### src/rtl/anapad_pkg.sv
// Shared types and helpers for the analog pad-bus sequencers.
package anapad_pkg;

  localparam int unsigned ANAPAD_MAX_REQ = 8;

  typedef enum logic [2:0] {
    ST_IDLE,
    ST_BBM_IN,
    ST_SETTLE,
    ST_GRANTED,
    ST_BBM_OUT
  } anapad_state_e;

  // Lowest index at or above ptr (wrapping at n) whose request is set.
  function automatic int unsigned rr_pick(input logic [ANAPAD_MAX_REQ-1:0] req,
                                          input int unsigned ptr,
                                          input int unsigned n);
    int unsigned idx;
    logic        found;
    rr_pick = ptr;
    found   = 1'b0;
    for (int unsigned k = 0; k < ANAPAD_MAX_REQ; k++) begin
      idx = (ptr + k) % n;
      if (!found && (k < n) && req[idx[2:0]]) begin
        rr_pick = idx;
        found   = 1'b1;
      end
    end
  endfunction

endpackage

### src/rtl/anapad_rr_arb.sv
// Combinational round-robin picker with a registered priority pointer.
module anapad_rr_arb
  import anapad_pkg::*;
#(
  parameter int unsigned NUM_REQ = 4,
  parameter int unsigned OW      = $clog2(NUM_REQ)
) (
  input  logic               clk,
  input  logic               rst_n,
  input  logic [NUM_REQ-1:0] i_req,
  input  logic               i_adv,
  input  logic [OW-1:0]      i_adv_idx,
  output logic               o_any,
  output logic [OW-1:0]      o_pick
);

  logic [OW-1:0]             r_ptr;
  logic [ANAPAD_MAX_REQ-1:0] w_req_ext;

  always_comb begin
    w_req_ext                = '0;
    w_req_ext[NUM_REQ-1:0]   = i_req;
    o_pick = OW'(rr_pick(w_req_ext, 32'(r_ptr), NUM_REQ));
  end

  assign o_any = |i_req;

  // The pointer moves past the index that just released ownership.
  always_ff @(posedge clk or negedge rst_n) begin
    if (!rst_n) begin
      r_ptr <= '0;
    end else if (i_adv) begin
      r_ptr <= (i_adv_idx == OW'(NUM_REQ - 1)) ? '0 : i_adv_idx + OW'(1);
    end
  end

endmodule

### src/rtl/anapad_mux_ctrl.sv
// Pad-bus switch sequencer: break-before-make, settle, grant, optional hold watchdog.
module anapad_mux_ctrl
  import anapad_pkg::*;
#(
  parameter int unsigned NUM_REQ       = 4,
  parameter int unsigned BBM_CYCLES    = 4,
  parameter int unsigned SETTLE_CYCLES = 16,
  parameter int unsigned MAX_HOLD      = 0
) (
  input  logic                       clk,
  input  logic                       rst_n,
  input  logic [NUM_REQ-1:0]         req_i,
  output logic [NUM_REQ-1:0]         sw_en_o,
  output logic [NUM_REQ-1:0]         gnt_o,
  output logic                       busy_o,
  output logic [$clog2(NUM_REQ)-1:0] owner_o,
  output logic                       hold_err_o
);

  localparam int unsigned OW   = $clog2(NUM_REQ);
  localparam int unsigned CM0  = (BBM_CYCLES > SETTLE_CYCLES) ? BBM_CYCLES : SETTLE_CYCLES;
  localparam int unsigned CMAX = (CM0 > MAX_HOLD) ? CM0 : MAX_HOLD;
  localparam int unsigned CW   = $clog2(CMAX + 1);

  localparam logic [CW-1:0] BBM_LD    = CW'(BBM_CYCLES - 1);
  localparam logic [CW-1:0] SETTLE_LD = CW'(SETTLE_CYCLES - 1);
  localparam logic [CW-1:0] HOLD_LD   = CW'((MAX_HOLD > 0) ? (MAX_HOLD - 1) : 0);

  anapad_state_e      r_state;
  logic [CW-1:0]      r_cnt;
  logic [OW-1:0]      r_owner;
  logic [NUM_REQ-1:0] r_sw_en;
  logic [NUM_REQ-1:0] r_gnt;
  logic               r_busy;
  logic               r_hold_err;
  logic [NUM_REQ-1:0] r_needs_drop;

  logic [NUM_REQ-1:0] w_req_elig;
  logic [NUM_REQ-1:0] w_own_oh;
  logic               w_own_req;
  logic               w_hold_exp;
  logic               w_wd;
  logic               w_adv;
  logic               w_any;
  logic [OW-1:0]      w_pick;

  always_comb begin
    w_own_oh          = '0;
    w_own_oh[r_owner] = 1'b1;
    w_own_req         = req_i[r_owner];
    w_req_elig        = req_i & ~r_needs_drop;
    w_hold_exp        = (MAX_HOLD != 0) && (r_cnt == '0);
    w_wd              = (r_state == ST_GRANTED) && w_own_req && w_hold_exp;
    w_adv             = (r_state == ST_GRANTED) && (!w_own_req || w_hold_exp);
  end

  anapad_rr_arb #(
    .NUM_REQ (NUM_REQ),
    .OW      (OW)
  ) u_arb (
    .clk       (clk),
    .rst_n     (rst_n),
    .i_req     (w_req_elig),
    .i_adv     (w_adv),
    .i_adv_idx (r_owner),
    .o_any     (w_any),
    .o_pick    (w_pick)
  );

  always_ff @(posedge clk or negedge rst_n) begin
    if (!rst_n) begin
      r_state      <= ST_IDLE;
      r_cnt        <= '0;
      r_owner      <= '0;
      r_sw_en      <= '0;
      r_gnt        <= '0;
      r_busy       <= 1'b0;
      r_hold_err   <= 1'b0;
      r_needs_drop <= '0;
    end else begin
      r_hold_err   <= w_wd;
      // A watchdog-preempted requester is masked until it lowers its request.
      r_needs_drop <= (r_needs_drop & req_i) | (w_wd ? w_own_oh : '0);
      case (r_state)
        ST_IDLE: begin
          if (w_any) begin
            r_owner <= w_pick;
            r_cnt   <= BBM_LD;
            r_busy  <= 1'b1;
            r_state <= ST_BBM_IN;
          end
        end
        ST_BBM_IN: begin
          if (!w_own_req) begin
            r_cnt   <= BBM_LD;
            r_state <= ST_BBM_OUT;
          end else if (r_cnt == '0) begin
            r_sw_en <= w_own_oh;
            r_cnt   <= SETTLE_LD;
            r_state <= ST_SETTLE;
          end else begin
            r_cnt <= r_cnt - CW'(1);
          end
        end
        ST_SETTLE: begin
          if (!w_own_req) begin
            r_sw_en <= '0;
            r_cnt   <= BBM_LD;
            r_state <= ST_BBM_OUT;
          end else if (r_cnt == '0) begin
            r_gnt   <= w_own_oh;
            r_cnt   <= HOLD_LD;
            r_state <= ST_GRANTED;
          end else begin
            r_cnt <= r_cnt - CW'(1);
          end
        end
        ST_GRANTED: begin
          if (w_adv) begin
            r_sw_en <= '0;
            r_gnt   <= '0;
            r_cnt   <= BBM_LD;
            r_state <= ST_BBM_OUT;
          end else if (MAX_HOLD != 0) begin
            r_cnt <= r_cnt - CW'(1);
          end
        end
        ST_BBM_OUT: begin
          if (r_cnt == '0) begin
            r_busy  <= 1'b0;
            r_state <= ST_IDLE;
          end else begin
            r_cnt <= r_cnt - CW'(1);
          end
        end
        default: begin
          r_sw_en <= '0;
          r_gnt   <= '0;
          r_busy  <= 1'b0;
          r_state <= ST_IDLE;
        end
      endcase
    end
  end

  assign sw_en_o    = r_sw_en;
  assign gnt_o      = r_gnt;
  assign busy_o     = r_busy;
  assign owner_o    = r_owner;
  assign hold_err_o = r_hold_err;

endmodule

### config.mk
export PLATFORM = sky130hd
export DESIGN_NAME = anapad_mux_ctrl
export DESIGN_NICKNAME = d
export VERILOG_FILES = /design/src/rtl/anapad_pkg.sv /design/src/rtl/anapad_rr_arb.sv /design/src/rtl/anapad_mux_ctrl.sv
export SDC_FILE = /design/constraint.sdc
export NUM_CORES = 1
export LEC_CHECK = 0
export CAP_MARGIN = 20
export CORE_MARGIN = 4
export CORE_UTILIZATION = 50
export DETAILED_ROUTE_END_ITERATION = 16
export PLACE_DENSITY = 0.75
export SYNTH_ARGS = -nofsm -noshare
export SYNTH_HDL_FRONTEND = slang
export SYNTH_SLANG_ARGS = --single-unit
### constraint.sdc
create_clock -name clk -period 1.75 [get_ports clk]
set_input_delay 0.35 -clock clk [delete_from_list [all_inputs] [get_ports clk]]
set_output_delay 0.35 -clock clk [all_outputs]
set_load 0.01 [all_outputs]
### After elaboration in Yosys (flattened, before gate mapping)

Index checks and enable logic that the tools add are counted.

| storage, ports and cells | value |
|---|---|
| flip-flop bits (word level) | 25 |
| output and inout bits | 12 |
| word-level logic and storage cells | 107 |

| cells by class | value |
|---|---|
| add/sub/neg operators | 5 |
| magnitude comparators | 6 |
| equality and inequality tests | 16 |
| mux-type cells | 44 |
| bitwise logic cells | 6 |
| reduce and logical (&&, ||, !) cells | 22 |

Operator list:

| operator | count |
|---|---|
| 5-bit 2-to-1 mux | 7 |
| 5-bit case mux with 5 select lines | 1 |
| 3-bit 2-to-1 mux | 7 |
| 2-bit by 4-bit less-than comparator with 1-bit output (second input constant) | 4 |
| 4-bit 2-to-1 mux | 4 |
| 4-bit case mux with 4 select lines | 1 |
| 3-bit case mux with 5 select lines | 1 |
| 2-bit inequality test (second input constant) | 7 |
| 4-bit case mux with 3 select lines | 1 |
| 1-bit 2-to-1 mux | 11 |
| 1-bit binary-select mux with 2-bit select | 5 |
| 5-bit AND reduction | 2 |
| 4-bit AND | 2 |
| 2-bit 2-to-1 mux | 4 |
| 4-bit AND reduction | 2 |
| 3-bit by 2-bit == test with 1-bit output (second input constant) | 2 |
| 3-bit inequality test (second input constant) | 2 |
| 3-bit OR reduction | 2 |
| 1-bit logical AND | 5 |
| 5-bit logical NOT | 1 |
| 5-bit nonzero test | 1 |
| 5-bit by 1-bit subtractor with 5-bit output (second input constant) | 1 |
| 2-bit by 1-bit adder with 2-bit output (second input constant) | 2 |
| 2-bit adder (second input constant) | 2 |
| 16 further kinds | 22 |

### Depth between registers and ports, before layout

| depth | value |
|---|---|
| depth after elaboration | 14 |
| depth in mapped cells | 8 |

### Hierarchy

Synthesis repeated with hierarchy kept, for this count alone.

| second synthesis, totals | value |
|---|---|
| cells, all modules | 153 |
| area total of the unflattened synthesis | 1431.4 µm² |

By module, submodules not included:

| module | instances | cells each | area an instance (µm²) |
|---|---|---|---|
| anapad_mux_ctrl | 1 | 129 | 1241.2 |
| anapad_rr_arb | 1 | 24 | 190.2 |

### Least setup slack after synthesis

OpenSTA, ideal clock, no wires.

| timing | value |
|---|---|
| path kind | flip-flop to flip-flop |
| start point | reg r_cnt[0] |
| end point | reg r_cnt[4] |
| setup time | 0.124 ns |
| data arrival time | 1.716 ns |
| required time | 1.626 ns |
| setup slack | -0.090 ns |
| stages on the path, launching flop included | 9 |
| path buffers | 1 |
| period minus slack after synthesis | 1.840 ns |
| cells stage by stage | dfrtp_1 -> inv_1 -> ha_1 -> or4b_1 -> buf_2 -> o21ai_2 -> o21ai_1 -> nor4b_1 -> a211o_1 |

| between the ends | value |
|---|---|
| longest elaborated chain between the ends | 4 |
| elaborated cells between the ends (all ways) | 10 |

RTL lines:

| item | RTL line | source |
|---|---|---|
| start: declaration | anapad_mux_ctrl.sv:30 | `logic [CW-1:0] r_cnt;` |
| start signal: assignment | anapad_mux_ctrl.sv:102 | `r_cnt <= r_cnt - CW'(1);` |
| start signal: assignment | anapad_mux_ctrl.sv:115 | `r_cnt <= r_cnt - CW'(1);` |
| start signal: assignment | anapad_mux_ctrl.sv:125 | `r_cnt <= r_cnt - CW'(1);` |
| 5-bit by 1-bit subtractor with 5-bit output / 5-bit logical NOT (equally long branches) | - |  |
| 5-bit 2-to-1 mux, on equally long branches | anapad_mux_ctrl.sv:110, anapad_mux_ctrl.sv:97 |  |
| 5-bit 2-to-1 mux, on equally long branches | anapad_mux_ctrl.sv:106, anapad_mux_ctrl.sv:94 |  |
| 5-bit case mux with 5 select lines | anapad_mux_ctrl.sv:84 | `case (r_state)` |

Parallel ways exist; a longest one is shown, timed or not. The select of a mux whose other input is x is not followed.
A chain may end at the register's enable or synchronous reset.

### Worst setup path in the final report

| timing | value |
|---|---|
| start point | reg r_cnt[1] |
| end point | reg r_cnt[4] |

The elaborated chain is that of the path after synthesis.

==> impl_metrics.json <==
{
  "status": "finished, violations left",
  "failed_checks": "negative setup slack",
  "vias": 1407,
  "drive_gt1_share_pct": 28.0,
  "rsz0062_at_grt": "true",
  "r2r-end": "r_cnt[4]$_DFFE_PN0P_",
  "n_antenna_cell": 0,
  "grt_max_degree": 26,
  "synth_cell_type_count": 47,
  "layout_setup_ws_ns": -0.0742,
  "drtPass1Iterations": 4,
  "die_area_um2": 4050,
  "drc": 0,
  "critPathKind": "flop to flop",
  "clk_path_buf_depth": 2,
  "postCtsHoldBufs": 0,
  "ys.flop_type": "dfrtp_1",
  "start_util_pct": 54.2,
  "multiInputGateArea_um2": 913,
  "seq_area_um2": 627,
  "cts.sinks": 25,
  "hp-class": "input port to async pin",
  "die_h_um": 63.6,
  "numPortBuffers": 16,
  "gp_congestion": 0.867,
  "grt_pass1_wl_mm": 6.44,
  "synth_area_um2": 1550,
  "fp-row-count": 19,
  "drt.antenna.violating_nets": 0,
  "end_kind": "flop",
  "cp_cell_sequence": "inv_2 -> ha_4 -> or4b_4 -> o21ai_2 -> o21ai_1 -> nor4b_2 -> a211o_1",
  "grt_pass1_vias": 1392,
  "path_max_fanout": 6,
  "grt_overflow_total": 0,
  "syn_nets": 173,
  "crit_start": "r_cnt[1]$_DFFE_PN0P_",
  "place_inst": 230,
  "path_buf_inv": 1,
  "n_fill_cell": 222,
  "fin_skew_ns": 0.00211,
  "dp_hpwl_mm": 2.78,
  "final_common_cell": "buf_4",
  "rr_startpoint": "r_cnt[1]$_DFFE_PN0P_",
  "r2r_slack_ns": -0.07,
  "final_cell_mix": "buf_4, dfrtp_1, nand2_1",
  "required_ns": 1.98,
  "drt_wl_total_mm": 3.90,
  "min_period_ns": 1.82,
  "ys_seq_elements": 25,
  "clockRootBuffer": "clkbuf_4",
  "hold_slack_ns": 0.354,
  "slowest_stage": "or4b_4",
  "clock_latency_ns": 0.33,
  "cp.arrival_ns": 2.06,
  "setup_viol": 8,
  "synth-seq-area-share_pct": 40.5,
  "power_mw": 2.67,
  "finalHoldViolCount": 0,
  "yosysWarnings": 0,
  "post-route-util_pct": 71.6,
  "synth_edf_count": 0,
  "power_leakage_nw": 0.919,
  "fin_cells": 238,
  "avgSynthCellArea_um2": 9.61,
  "cts_tree": "built",
  "timing.fmax_ghz": 0.548,
  "place_area_um2": 1940,
  "critPathTopFamily": "simple AND/OR/NAND/NOR gates",
  "maxCapViolCount": 0,
  "dr.first_iter.drc_count": 75,
  "area_growth_pct": 32.1,
  "routedWlPerCell_um": 16.4,
  "cts.htree.levels": 1,
  "drv_slew": 0,
  "start_kind": "flop",
  "cts_buffers": 3,
  "ys_async_sr_fraction_pct": 100,
  "rr_worst_depth": 7,
  "critPathMaxStageDelay_ns": 0.53,
  "viasPerCell": 5.91,
  "cp-endpoint": "r_cnt[4]$_DFFE_PN0P_",
  "post-route-cell-area_um2": 2040,
  "irDropWorstVdd_uv": 933,
  "p_per_area_nw_per_um2": 1310,
  "finalCritPeriodShare_pct": 104,
  "track_usage_pct": 20.0,
  "io_pins": 18,
  "cp.depth": 7,
  "die_w_um": 63.6,
  "synth_cells": 161,
  "design.core.area_um2": 2850,
  "path_clk_slew_ns": 0.14,
  "antenna_found_initial": 0,
  "finalNetCount": 220
}
layout make-up:
| cell class | count | share of cell area (%) |
|---|---|---|
| Timing Repair Buffer | 49 | 20.1 |
| Tap cell | 31 | 1.90 |
| Multi-Input combinational cell | 122 | 44.7 |
| Clock buffer | 4 | 1.29 |
| Sequential cell | 25 | 30.7 |
| Inverter | 7 | 1.29 |
cells in the mapped netlist, types with 2 or more instances:
library cell	number	area, um^2
a21oi_1	10	50.1
xnor2_1	2	17.5
nand2b_1	5	31.3
nor3_1	2	10.0
mux2_1	2	22.5
o211ai_1	6	45.0
o21ai_0	6	30.0
nand3_1	5	25.0
a31oi_1	2	12.5
ha_1	6	75.1
nand2_1	17	63.8
o21ai_1	10	50.1
inv_1	6	22.5
buf_2	4	20.0
and2_1	5	31.3
o31ai_1	2	15.0
nor2_1	9	33.8
a22o_1	4	35.0
mux2i_1	2	20.0
nor2b_1	5	31.3
dfrtp_1	25	626
power by group:
part / total [mW] / internal [mW] / switching (mW)
combinational: 1.59 / 0.769 / 0.822
sequential: 0.810 / 0.696 / 0.114
clock: 0.271 / 0.0896 / 0.181
flip-flops by register name, indices dropped and copies added, names as in the netlist:
signal        cells
r_cnt             5
gnt_o             4
r_needs_drop      4
sw_en_o           4
r_state           3
owner_o           2
u_arb.r_ptr       2
busy_o            1
per-stage QoR:
step	setup TNS, ns	setup slack, ns
after detailed placement	-6.55	-0.460
after global routing	-2.00	-0.178
after global placement	-5.71	-0.395
after CTS	-0.433	-0.0661
after floorplan	-0.0457	-0.0162
final	-0.360	-0.0742
worst register-to-register path: stages, from the launching register on:
cell and delay, ns:
dfrtp_1 0.41, inv_2 0.08, ha_4 0.13, or4b_4 0.53, o21ai_2 0.10, o21ai_1 0.07, nor4b_2 0.16, a211o_1 0.24
how the worst min path moves through the flow:
stage,startpoint,endpoint,slack (ns),cells past startpoint
finish,rst_n,gnt_o[0]$_DFFE_PN0P_,0.35,2
global route,rst_n,owner_o[0]$_DFFE_PN0P_,0.37,2
CTS,rst_n,gnt_o[0]$_DFFE_PN0P_,0.37,2
detailed placement,r_needs_drop[2]$_DFF_PN0_,r_needs_drop[2]$_DFF_PN0_,0.47,1
global placement,r_needs_drop[2]$_DFF_PN0_,r_needs_drop[2]$_DFF_PN0_,0.47,1
floorplan,rst_n,busy_o$_DFFE_PN0P_,0.05,0
what timing repair did:
action / 4_1_cts / 5_1_grt
gates resized for setup: 11 / 6
setup endpoints to repair: 15 / 15
pin swaps: 3 / 8
buffers inserted: 2 / 2
metal layers:
metal | global-route usage, % | vias to the layer above | share of wire [%] | routed length, um
met3 | 3.02 | 8 | 6.4 | 250
li1 | - | 672 | - | -
met5 | 0 | - | 0 | 0
met1 | 25.9 | 664 | 43 | 1670
met4 | 8.09 | 0 | 1.1 | 41
met2 | 33.2 | 63 | 50 | 1940
cells by family after synthesis:
family | Yosys count | synth area share [%]
simple gates | 56 | 20.6
compound gates | 52 | 24.0
flops | 25 | 40.5
buf+inv | 14 | 4.45
fa+ha+maj | 6 | 4.85
mux | 5 | 4.21
xor+xnor | 2 | 1.13
other cells | 1 | 0.242
(Power assumes the default switching activity.)
